## config.mk

```make
export PLATFORM = sky130hd
export DESIGN_NAME = bcp_issue_flat
export DESIGN_NICKNAME = d
export VERILOG_FILES = /design/src/rtl/bcp_issue_if.sv /design/src/rtl/bcp_issue.sv /design/src/flat_wrapper.sv
export SDC_FILE = /design/constraint.sdc
export NUM_CORES = 1
export LEC_CHECK = 0
export CAP_MARGIN = 15
export CORE_MARGIN = 4
export CORE_UTILIZATION = 50
export DETAILED_ROUTE_END_ITERATION = 7
export GPL_TIMING_DRIVEN = 1
export PLACE_DENSITY_LB_ADDON = 0.2
export SLEW_MARGIN = 20
export SYNTH_ARGS = -nofsm -noshare
export SYNTH_HDL_FRONTEND = slang
export SYNTH_SLANG_ARGS = --single-unit
export TNS_END_PERCENT = 10
```

## constraint.sdc

```tcl
create_clock -name clock -period 3.3 [get_ports clock]
set_input_delay 0.66 -clock clock [delete_from_list [all_inputs] [get_ports clock]]
set_output_delay 0.66 -clock clock [all_outputs]
set_load 0.02 [all_outputs]
```

## src/rtl/bcp_issue_if.sv

```systemverilog
// Handshake bundle between control, the clause-eval pipeline and bcp_issue.
// slave = the BCP responder itself, master = everything that drives it.
interface bcp_issue_if #(
    parameter int CT_BITS  = 8,
    parameter int VAR_BITS = 8
);
    logic                bcp_en;
    logic [CT_BITS-1:0]  start_clause;
    logic [CT_BITS-1:0]  end_clause;
    logic                bcp_busy;
    logic                conflict;
    logic [CT_BITS-1:0]  bcp_clause_idx;
    logic                issue_valid;
    logic                eval_valid;
    logic                eval_unit;
    logic                eval_conflict;
    logic [VAR_BITS-1:0] eval_var;
    logic                eval_val;
    logic                full_imply;
    logic                push_imply;
    logic [VAR_BITS-1:0] var_in_imply;
    logic                val_in_imply;
    logic                imply_overflow;

    modport slave (
        input  bcp_en, start_clause, end_clause,
        input  eval_valid, eval_unit, eval_conflict,
        input  eval_var, eval_val, full_imply,
        output bcp_busy, conflict, bcp_clause_idx, issue_valid,
        output push_imply, var_in_imply, val_in_imply,
        output imply_overflow
    );

    modport master (
        output bcp_en, start_clause, end_clause,
        output eval_valid, eval_unit, eval_conflict,
        output eval_var, eval_val, full_imply,
        input  bcp_busy, conflict, bcp_clause_idx, issue_valid,
        input  push_imply, var_in_imply, val_in_imply,
        input  imply_overflow
    );
endinterface

```

## src/rtl/bcp_issue.sv

```systemverilog
// BCP clause-walk issuer: streams clause indices out, folds eval results back.
// Define BCP_IMPLY_DEDUP_EN to suppress repeated implications within a walk.
module bcp_issue #(
    parameter int CT_BITS         = 8,
    parameter int VAR_BITS        = 8,
    parameter int MAX_OUTSTANDING = 4
) (
    input  logic        clock,
    input  logic        reset,
    bcp_issue_if.slave  bus
);

    typedef enum logic [1:0] {
        S_IDLE,
        S_ISSUE,
        S_DRAIN,
        S_DONE
    } state_t;

    localparam logic [3:0]         MAX_OUT = 4'(MAX_OUTSTANDING);
    localparam logic [CT_BITS-1:0] CT_ONE  = CT_BITS'(1);

    state_t             r_state;
    logic [CT_BITS-1:0] r_cur;
    logic [CT_BITS-1:0] r_end;
    logic [3:0]         r_out;
    logic               r_busy;
    logic               r_conflict;
    logic               r_ovf;
    logic               r_fin;

    logic               w_active;
    logic               w_res;
    logic               w_live;
    logic               w_dup;
    logic               w_opp;
    logic               w_hit;
    logic               w_unit;
    logic               w_push;
    logic               w_ovf;
    logic               w_stop;
    logic               w_issue;
    logic [3:0]         w_out_nxt;
    logic [CT_BITS-1:0] w_cur_nxt;

`ifdef BCP_IMPLY_DEDUP_EN
    logic                r_last_vld;
    logic [VAR_BITS-1:0] r_last_var;
    logic                r_last_val;
    logic                w_same;

    assign w_same = r_last_vld && (bus.eval_var == r_last_var);
    assign w_dup  = w_same && (bus.eval_val == r_last_val);
    assign w_opp  = w_same && (bus.eval_val != r_last_val);
`else
    assign w_dup  = 1'b0;
    assign w_opp  = 1'b0;
`endif

    // Results only count while a walk has something in flight.
    assign w_active = reset &&
                      (r_state == S_ISSUE || r_state == S_DRAIN);
    assign w_res    = w_active && bus.eval_valid && (r_out != 4'd0);
    assign w_live   = w_res && !r_conflict;

    assign w_hit  = w_live &&
                    (bus.eval_conflict || (bus.eval_unit && w_opp));
    assign w_unit = w_live && !bus.eval_conflict && bus.eval_unit &&
                    !w_opp && !w_dup;
    assign w_push = w_unit && !bus.full_imply;
    assign w_ovf  = w_unit && bus.full_imply;
    assign w_stop = w_hit || w_ovf;

    // A result that ends the walk also blocks an issue in the same cycle.
    assign w_issue = reset && (r_state == S_ISSUE) &&
                     (r_cur < r_end) && (r_out < MAX_OUT) &&
                     !bus.full_imply && !w_stop;

    assign w_out_nxt = r_out + {3'd0, w_issue} - {3'd0, w_res};
    assign w_cur_nxt = r_cur + CT_ONE;

    assign bus.issue_valid    = w_issue;
    assign bus.bcp_clause_idx = w_issue ? r_cur : '0;
    assign bus.push_imply     = w_push;
    assign bus.var_in_imply   = w_push ? bus.eval_var : '0;
    assign bus.val_in_imply   = w_push && bus.eval_val;
    assign bus.bcp_busy       = r_busy;
    assign bus.conflict       = r_conflict;
    assign bus.imply_overflow = r_ovf;

    always_ff @(posedge clock) begin
        if (!reset) begin
            r_state    <= S_IDLE;
            r_cur      <= '0;
            r_end      <= '0;
            r_out      <= '0;
            r_busy     <= 1'b0;
            r_conflict <= 1'b0;
            r_ovf      <= 1'b0;
            r_fin      <= 1'b0;
`ifdef BCP_IMPLY_DEDUP_EN
            r_last_vld <= 1'b0;
            r_last_var <= '0;
            r_last_val <= 1'b0;
`endif
        end else begin
            if (w_active) r_out <= w_out_nxt;
            if (w_issue)  r_cur <= w_cur_nxt;
            if (w_stop)   r_conflict <= 1'b1;
            if (w_ovf)    r_ovf <= 1'b1;
`ifdef BCP_IMPLY_DEDUP_EN
            if (w_push) begin
                r_last_vld <= 1'b1;
                r_last_var <= bus.eval_var;
                r_last_val <= bus.eval_val;
            end
`endif
            unique case (r_state)
                S_IDLE, S_DONE: begin
                    if (bus.bcp_en) begin
                        r_cur      <= bus.start_clause;
                        r_end      <= bus.end_clause;
                        r_out      <= '0;
                        r_conflict <= 1'b0;
                        r_ovf      <= 1'b0;
                        r_fin      <= 1'b0;
                        r_busy     <= 1'b1;
`ifdef BCP_IMPLY_DEDUP_EN
                        r_last_vld <= 1'b0;
`endif
                        if (bus.start_clause >= bus.end_clause)
                            r_state <= S_DRAIN;
                        else
                            r_state <= S_ISSUE;
                    end
                end
                S_ISSUE: begin
                    if (w_stop || (w_issue && w_cur_nxt == r_end))
                        r_state <= S_DRAIN;
                end
                S_DRAIN: begin
                    // One settle cycle after the pipe empties, then release.
                    if (r_fin) begin
                        r_state <= S_DONE;
                        r_busy  <= 1'b0;
                        r_fin   <= 1'b0;
                    end else if (w_out_nxt == 4'd0) begin
                        r_fin <= 1'b1;
                    end
                end
                default: r_state <= S_IDLE;
            endcase
        end
    end

endmodule

```

## src/flat_wrapper.sv

```systemverilog
// flat-port wrapper written by rule: the top's interface ports become plain ports
module bcp_issue_flat 
#(
    parameter int CT_BITS         = 8,
    parameter int VAR_BITS        = 8,
    parameter int MAX_OUTSTANDING = 4
)
  (clock, reset, bus_bcp_en, bus_start_clause, bus_end_clause, bus_eval_valid, bus_eval_unit, bus_eval_conflict, bus_eval_var, bus_eval_val, bus_full_imply, bus_bcp_busy, bus_conflict, bus_bcp_clause_idx, bus_issue_valid, bus_push_imply, bus_var_in_imply, bus_val_in_imply, bus_imply_overflow);
  bcp_issue_if #(.CT_BITS(CT_BITS), .VAR_BITS(VAR_BITS)) bus_i ();
  input  logic clock;
  input  logic reset;
  input wire logic [$bits(bus_i.bcp_en)-1:0] bus_bcp_en;
  input wire logic [$bits(bus_i.start_clause)-1:0] bus_start_clause;
  input wire logic [$bits(bus_i.end_clause)-1:0] bus_end_clause;
  input wire logic [$bits(bus_i.eval_valid)-1:0] bus_eval_valid;
  input wire logic [$bits(bus_i.eval_unit)-1:0] bus_eval_unit;
  input wire logic [$bits(bus_i.eval_conflict)-1:0] bus_eval_conflict;
  input wire logic [$bits(bus_i.eval_var)-1:0] bus_eval_var;
  input wire logic [$bits(bus_i.eval_val)-1:0] bus_eval_val;
  input wire logic [$bits(bus_i.full_imply)-1:0] bus_full_imply;
  output wire logic [$bits(bus_i.bcp_busy)-1:0] bus_bcp_busy;
  output wire logic [$bits(bus_i.conflict)-1:0] bus_conflict;
  output wire logic [$bits(bus_i.bcp_clause_idx)-1:0] bus_bcp_clause_idx;
  output wire logic [$bits(bus_i.issue_valid)-1:0] bus_issue_valid;
  output wire logic [$bits(bus_i.push_imply)-1:0] bus_push_imply;
  output wire logic [$bits(bus_i.var_in_imply)-1:0] bus_var_in_imply;
  output wire logic [$bits(bus_i.val_in_imply)-1:0] bus_val_in_imply;
  output wire logic [$bits(bus_i.imply_overflow)-1:0] bus_imply_overflow;
  assign bus_i.bcp_en = bus_bcp_en;
  assign bus_i.start_clause = bus_start_clause;
  assign bus_i.end_clause = bus_end_clause;
  assign bus_i.eval_valid = bus_eval_valid;
  assign bus_i.eval_unit = bus_eval_unit;
  assign bus_i.eval_conflict = bus_eval_conflict;
  assign bus_i.eval_var = bus_eval_var;
  assign bus_i.eval_val = bus_eval_val;
  assign bus_i.full_imply = bus_full_imply;
  assign bus_bcp_busy = bus_i.bcp_busy;
  assign bus_conflict = bus_i.conflict;
  assign bus_bcp_clause_idx = bus_i.bcp_clause_idx;
  assign bus_issue_valid = bus_i.issue_valid;
  assign bus_push_imply = bus_i.push_imply;
  assign bus_var_in_imply = bus_i.var_in_imply;
  assign bus_val_in_imply = bus_i.val_in_imply;
  assign bus_imply_overflow = bus_i.imply_overflow;
  bcp_issue #(.CT_BITS(CT_BITS), .VAR_BITS(VAR_BITS), .MAX_OUTSTANDING(MAX_OUTSTANDING)) u_core (.clock(clock), .reset(reset), .bus(bus_i));
endmodule
```

==> flow_metrics.env <==
export IMPL_status="finished clean"
export IMPL_synth_ff_type="dfxtp_1"
export IMPL_critPathMaxFanout=3
export IMPL_reg2reg_from="u_core.r_state[0]"
export IMPL_regArea_um2=520.5
export IMPL_grt_max_degree=26
export IMPL_r2r_cells=14
export IMPL_final_nets=388
export IMPL_cts_tree="built"
export IMPL_place_detailed_hpwl_um=4173
export IMPL_cp_arrival_ps=2550
export IMPL_drc=0
export IMPL_multiInputGateArea_um2=1508
export IMPL_fin_setup_tns_ps=0
export IMPL_crit_path_cell_trace="clkdlybuf4s50_1 -> nand3b_1 -> o41ai_4 -> nor2_2 -> and2_1 -> buf_4 -> ha_1 -> dlygate4sd2_1"
export IMPL_netlist_area_um2=2151
export IMPL_dieWidth_um=73.59
export IMPL_timing_fmax_mhz=311.2
export IMPL_cp_start_kind="primary input"
export IMPL_skew_ps=5.465
export IMPL_ys_types=49
export IMPL_hp_start="u_core.r_end[0]"
export IMPL_end_kind="output port"
export IMPL_die_y_um=73.59
export IMPL_grt_pass1_wl_um=8342
export IMPL_grt_pass1_vias=1858
export IMPL_slew_viol_final=0
export IMPL_ir_drop_mv=0.3189
export IMPL_dp_cells=375
export IMPL_nFillCells=343
export IMPL_cp_top_family="buffers and inverters"
export IMPL_antenna_found_initial=0
export IMPL_whs_ps=484.2
export IMPL_drtAntennaViolNets=0
export IMPL_cts_sinks=26
export IMPL_setup_viol=0
export IMPL_track_usage=0.1932
export IMPL_hold_viol=0
export IMPL_cts_setup_buffers=0
export IMPL_syn_avg_cell_area_um2=7.966
export IMPL_syn_instance_count=270
export IMPL_drv_cap=0
export IMPL_p_per_area_nw_per_um2=534.9
export IMPL_worst_slew_pin_transition_ps=732.1
export IMPL_leakage_uw=0.001418
export IMPL_clock_path_buffers=2
export IMPL_fin_crit_sh=0.9738
export IMPL_ctsHoldBuffers=0
export IMPL_clk_pin_slew_ps=80
export IMPL_hp_class="flip-flop to flip-flop"
export IMPL_via_count=2043
export IMPL_required_ps=2640
export IMPL_detail_route_wl_per_cell_um=13.82
export IMPL_yosys_warnings=0
export IMPL_initial_core_util=0.5263
export IMPL_core_area_um2=4086
export IMPL_rrSetupSlack_ps=220
export IMPL_drive_gt1_frac=0.1033
export IMPL_ys_seq_elements=26
export IMPL_port_buffers=53
export IMPL_ys_async_sr_fraction=0
export IMPL_syn2layout_area_growth_pct=33.97
export IMPL_seq_area_frac_synth=0.2420
export IMPL_die_area_um2=5415
export IMPL_regToRegEndpoint="u_core.r_fin"
export IMPL_relSlewSlack=0.5108
export IMPL_holdPathEnd="u_core.r_end[0]"
export IMPL_cpPeakStageDelay_ps=490
export IMPL_worst_slack_ps=86.33
export IMPL_critPathBufInv=3
export IMPL_clk_latency_ps=270
export IMPL_dr_pass1_iters=4
export IMPL_wl_um=5237
export IMPL_cts_htree_levels=1
export IMPL_diodes=0
export IMPL_cp_slowest_cell="clkdlybuf4s50_1"
export IMPL_setup_worst_path_class="primary input to output port"
export IMPL_dp_slack_ps=-211.0
export IMPL_root_buffer="clkbuf_8"
export IMPL_min_period_ps=3214
export IMPL_drt_initial_drc_count=74
export IMPL_viasPerCell=5.391
export IMPL_gp_congestion=0.7925
export IMPL_final_instance_count_excl_fill=379
export IMPL_min_delay_path_depth=2
export IMPL_syn_num_nets=328
export IMPL_ios=54
export IMPL_total_power_uw=1541
export IMPL_placementRows=23
export IMPL_grt_ovfl_total=0
export IMPL_synth_edf_count=0
export IMPL_cts_buffers=3
==> state kept, by name (all words and copies together) (netlist names) <==
register                   cells
u_core.bus.bcp_busy            1
u_core.bus.conflict            1
u_core.bus.imply_overflow      1
u_core.r_cur                   8
u_core.r_end                   8
u_core.r_fin                   1
u_core.r_out                   4
u_core.r_state                 2
==> tightest hold or removal path, stage by stage, from the launching register on <==
cell     delay (ps)
dfxtp_1         330
nand2_1          60
a21oi_1          50
==> power breakdown <==
group / total [µW] / leakage (µW) / switching (µW) / internal [µW]
combinational: 855 / 0.00118 / 474 / 381
clock: 207 / 0.0000288 / 100 / 107
sequential: 480 / 0.000213 / 89.8 / 390
total: 1540 / 0.00142 / 664 / 878
==> area by class of cell <==
cell class,count,area share
Timing Repair Buffer,66,0.2201
Sequential cell,26,0.1806
Inverter,27,0.03517
Clock buffer,4,0.01911
Multi-Input combinational cell,206,0.5232
Tap cell,50,0.02171
==> Yosys cell counts (all sizes together), types with 2 or more instances <==
| cell | instances | area [µm²] |
|---|---|---|
| nand2 | 28 | 121.4 |
| o211ai | 4 | 35.03 |
| o21ai | 10 | 50.05 |
| a21o | 6 | 45.04 |
| a211oi | 2 | 15.01 |
| xnor2 | 7 | 68.82 |
| nor3b | 2 | 15.01 |
| inv | 27 | 101.4 |
| and2b | 3 | 22.52 |
| nor2 | 15 | 58.81 |
| clkbuf | 7 | 26.28 |
| a21oi | 28 | 140.1 |
| nor3 | 3 | 15.01 |
| and3 | 9 | 57.56 |
| xor2 | 8 | 70.07 |
| nand3 | 7 | 35.03 |
| a211o | 3 | 26.28 |
| ha | 25 | 312.8 |
| nor4b | 2 | 32.53 |
| and2 | 13 | 81.33 |
| nand4 | 3 | 18.77 |
| a31oi | 3 | 25.02 |
| buf | 4 | 31.27 |
| dfxtp | 26 | 520.5 |
| nand2b | 6 | 37.54 |
| nand3b | 5 | 37.54 |
| o2111ai | 2 | 23.77 |
==> worst max-delay path by stage <==
stage,startpoint,slack (ps),end,cells after the start
6_report,reset,90,bus_bcp_clause_idx[0],8
3_5_place_dp,bus_full_imply,-210,u_core.r_fin,15
5_1_grt,reset,-4,u_core.r_fin,13
2_1_floorplan,u_core.r_end[5],100,u_core.r_fin,15
4_1_cts,bus_full_imply,6,bus_bcp_clause_idx[1],7
3_3_place_gp,bus_full_imply,-120,u_core.r_fin,15
==> cells by family (layout without fill, tap and decap cells) <==
family / after synthesis / count (layout) / share of synthesized area
mux: 1 / 1 / 0.004654
xor+xnor: 15 / 15 / 0.06458
compound gates: 64 / 64 / 0.1926
fa+ha+maj: 26 / 26 / 0.1547
buf+inv: 38 / 97 / 0.07388
simple gates: 100 / 100 / 0.2676
flops: 26 / 26 / 0.2420
==> through the flow <==
| stage | area, µm² | utilization |
|---|---|---|
| 6_report | 2882 | 0.7051 |
| 5_1_grt | 2882 | 0.7051 |
| 4_1_cts | 2833 | 0.6932 |
| 3_5_place_dp | 2784 | 0.6813 |
| 3_3_place_gp | 2784 | 0.6813 |
| 2_1_floorplan | 2151 | - |
==> placed cells by master, fill, tap and decap left out, types with 11 or more instances in the layout <==
cell             netlist  final
ha_1                  25     25
clkdlybuf4s50_1        0     34
dfxtp_1               26     26
buf_4                  2     13
nor2_1                14     13
inv_1                 27     27
nand2_1               27     27
and2_1                13     13
dlygate4sd2_1          0     11
a21oi_1               28     28
==> per-layer routing <==
metal,wire length (µm),vias to the layer above,part of all wire,GRT usage
met4,57,0,0.011,0.05433
met1,2511,931,0.48,0.2721
li1,-,1053,-,-
met5,0,-,0,0
met3,298,5,0.057,0.02462
met2,2370,54,0.45,0.3081
==> repair_timing <==
| item | CTS | global route |
|---|---|---|
| endpoints found under the setup margin | 18 | 9 |
| gates resized for setup | 12 | 13 |
| pin swaps | 0 | 2 |
| hold endpoints to repair | 0 | 0 |
Power figures use the tool's default switching activity.
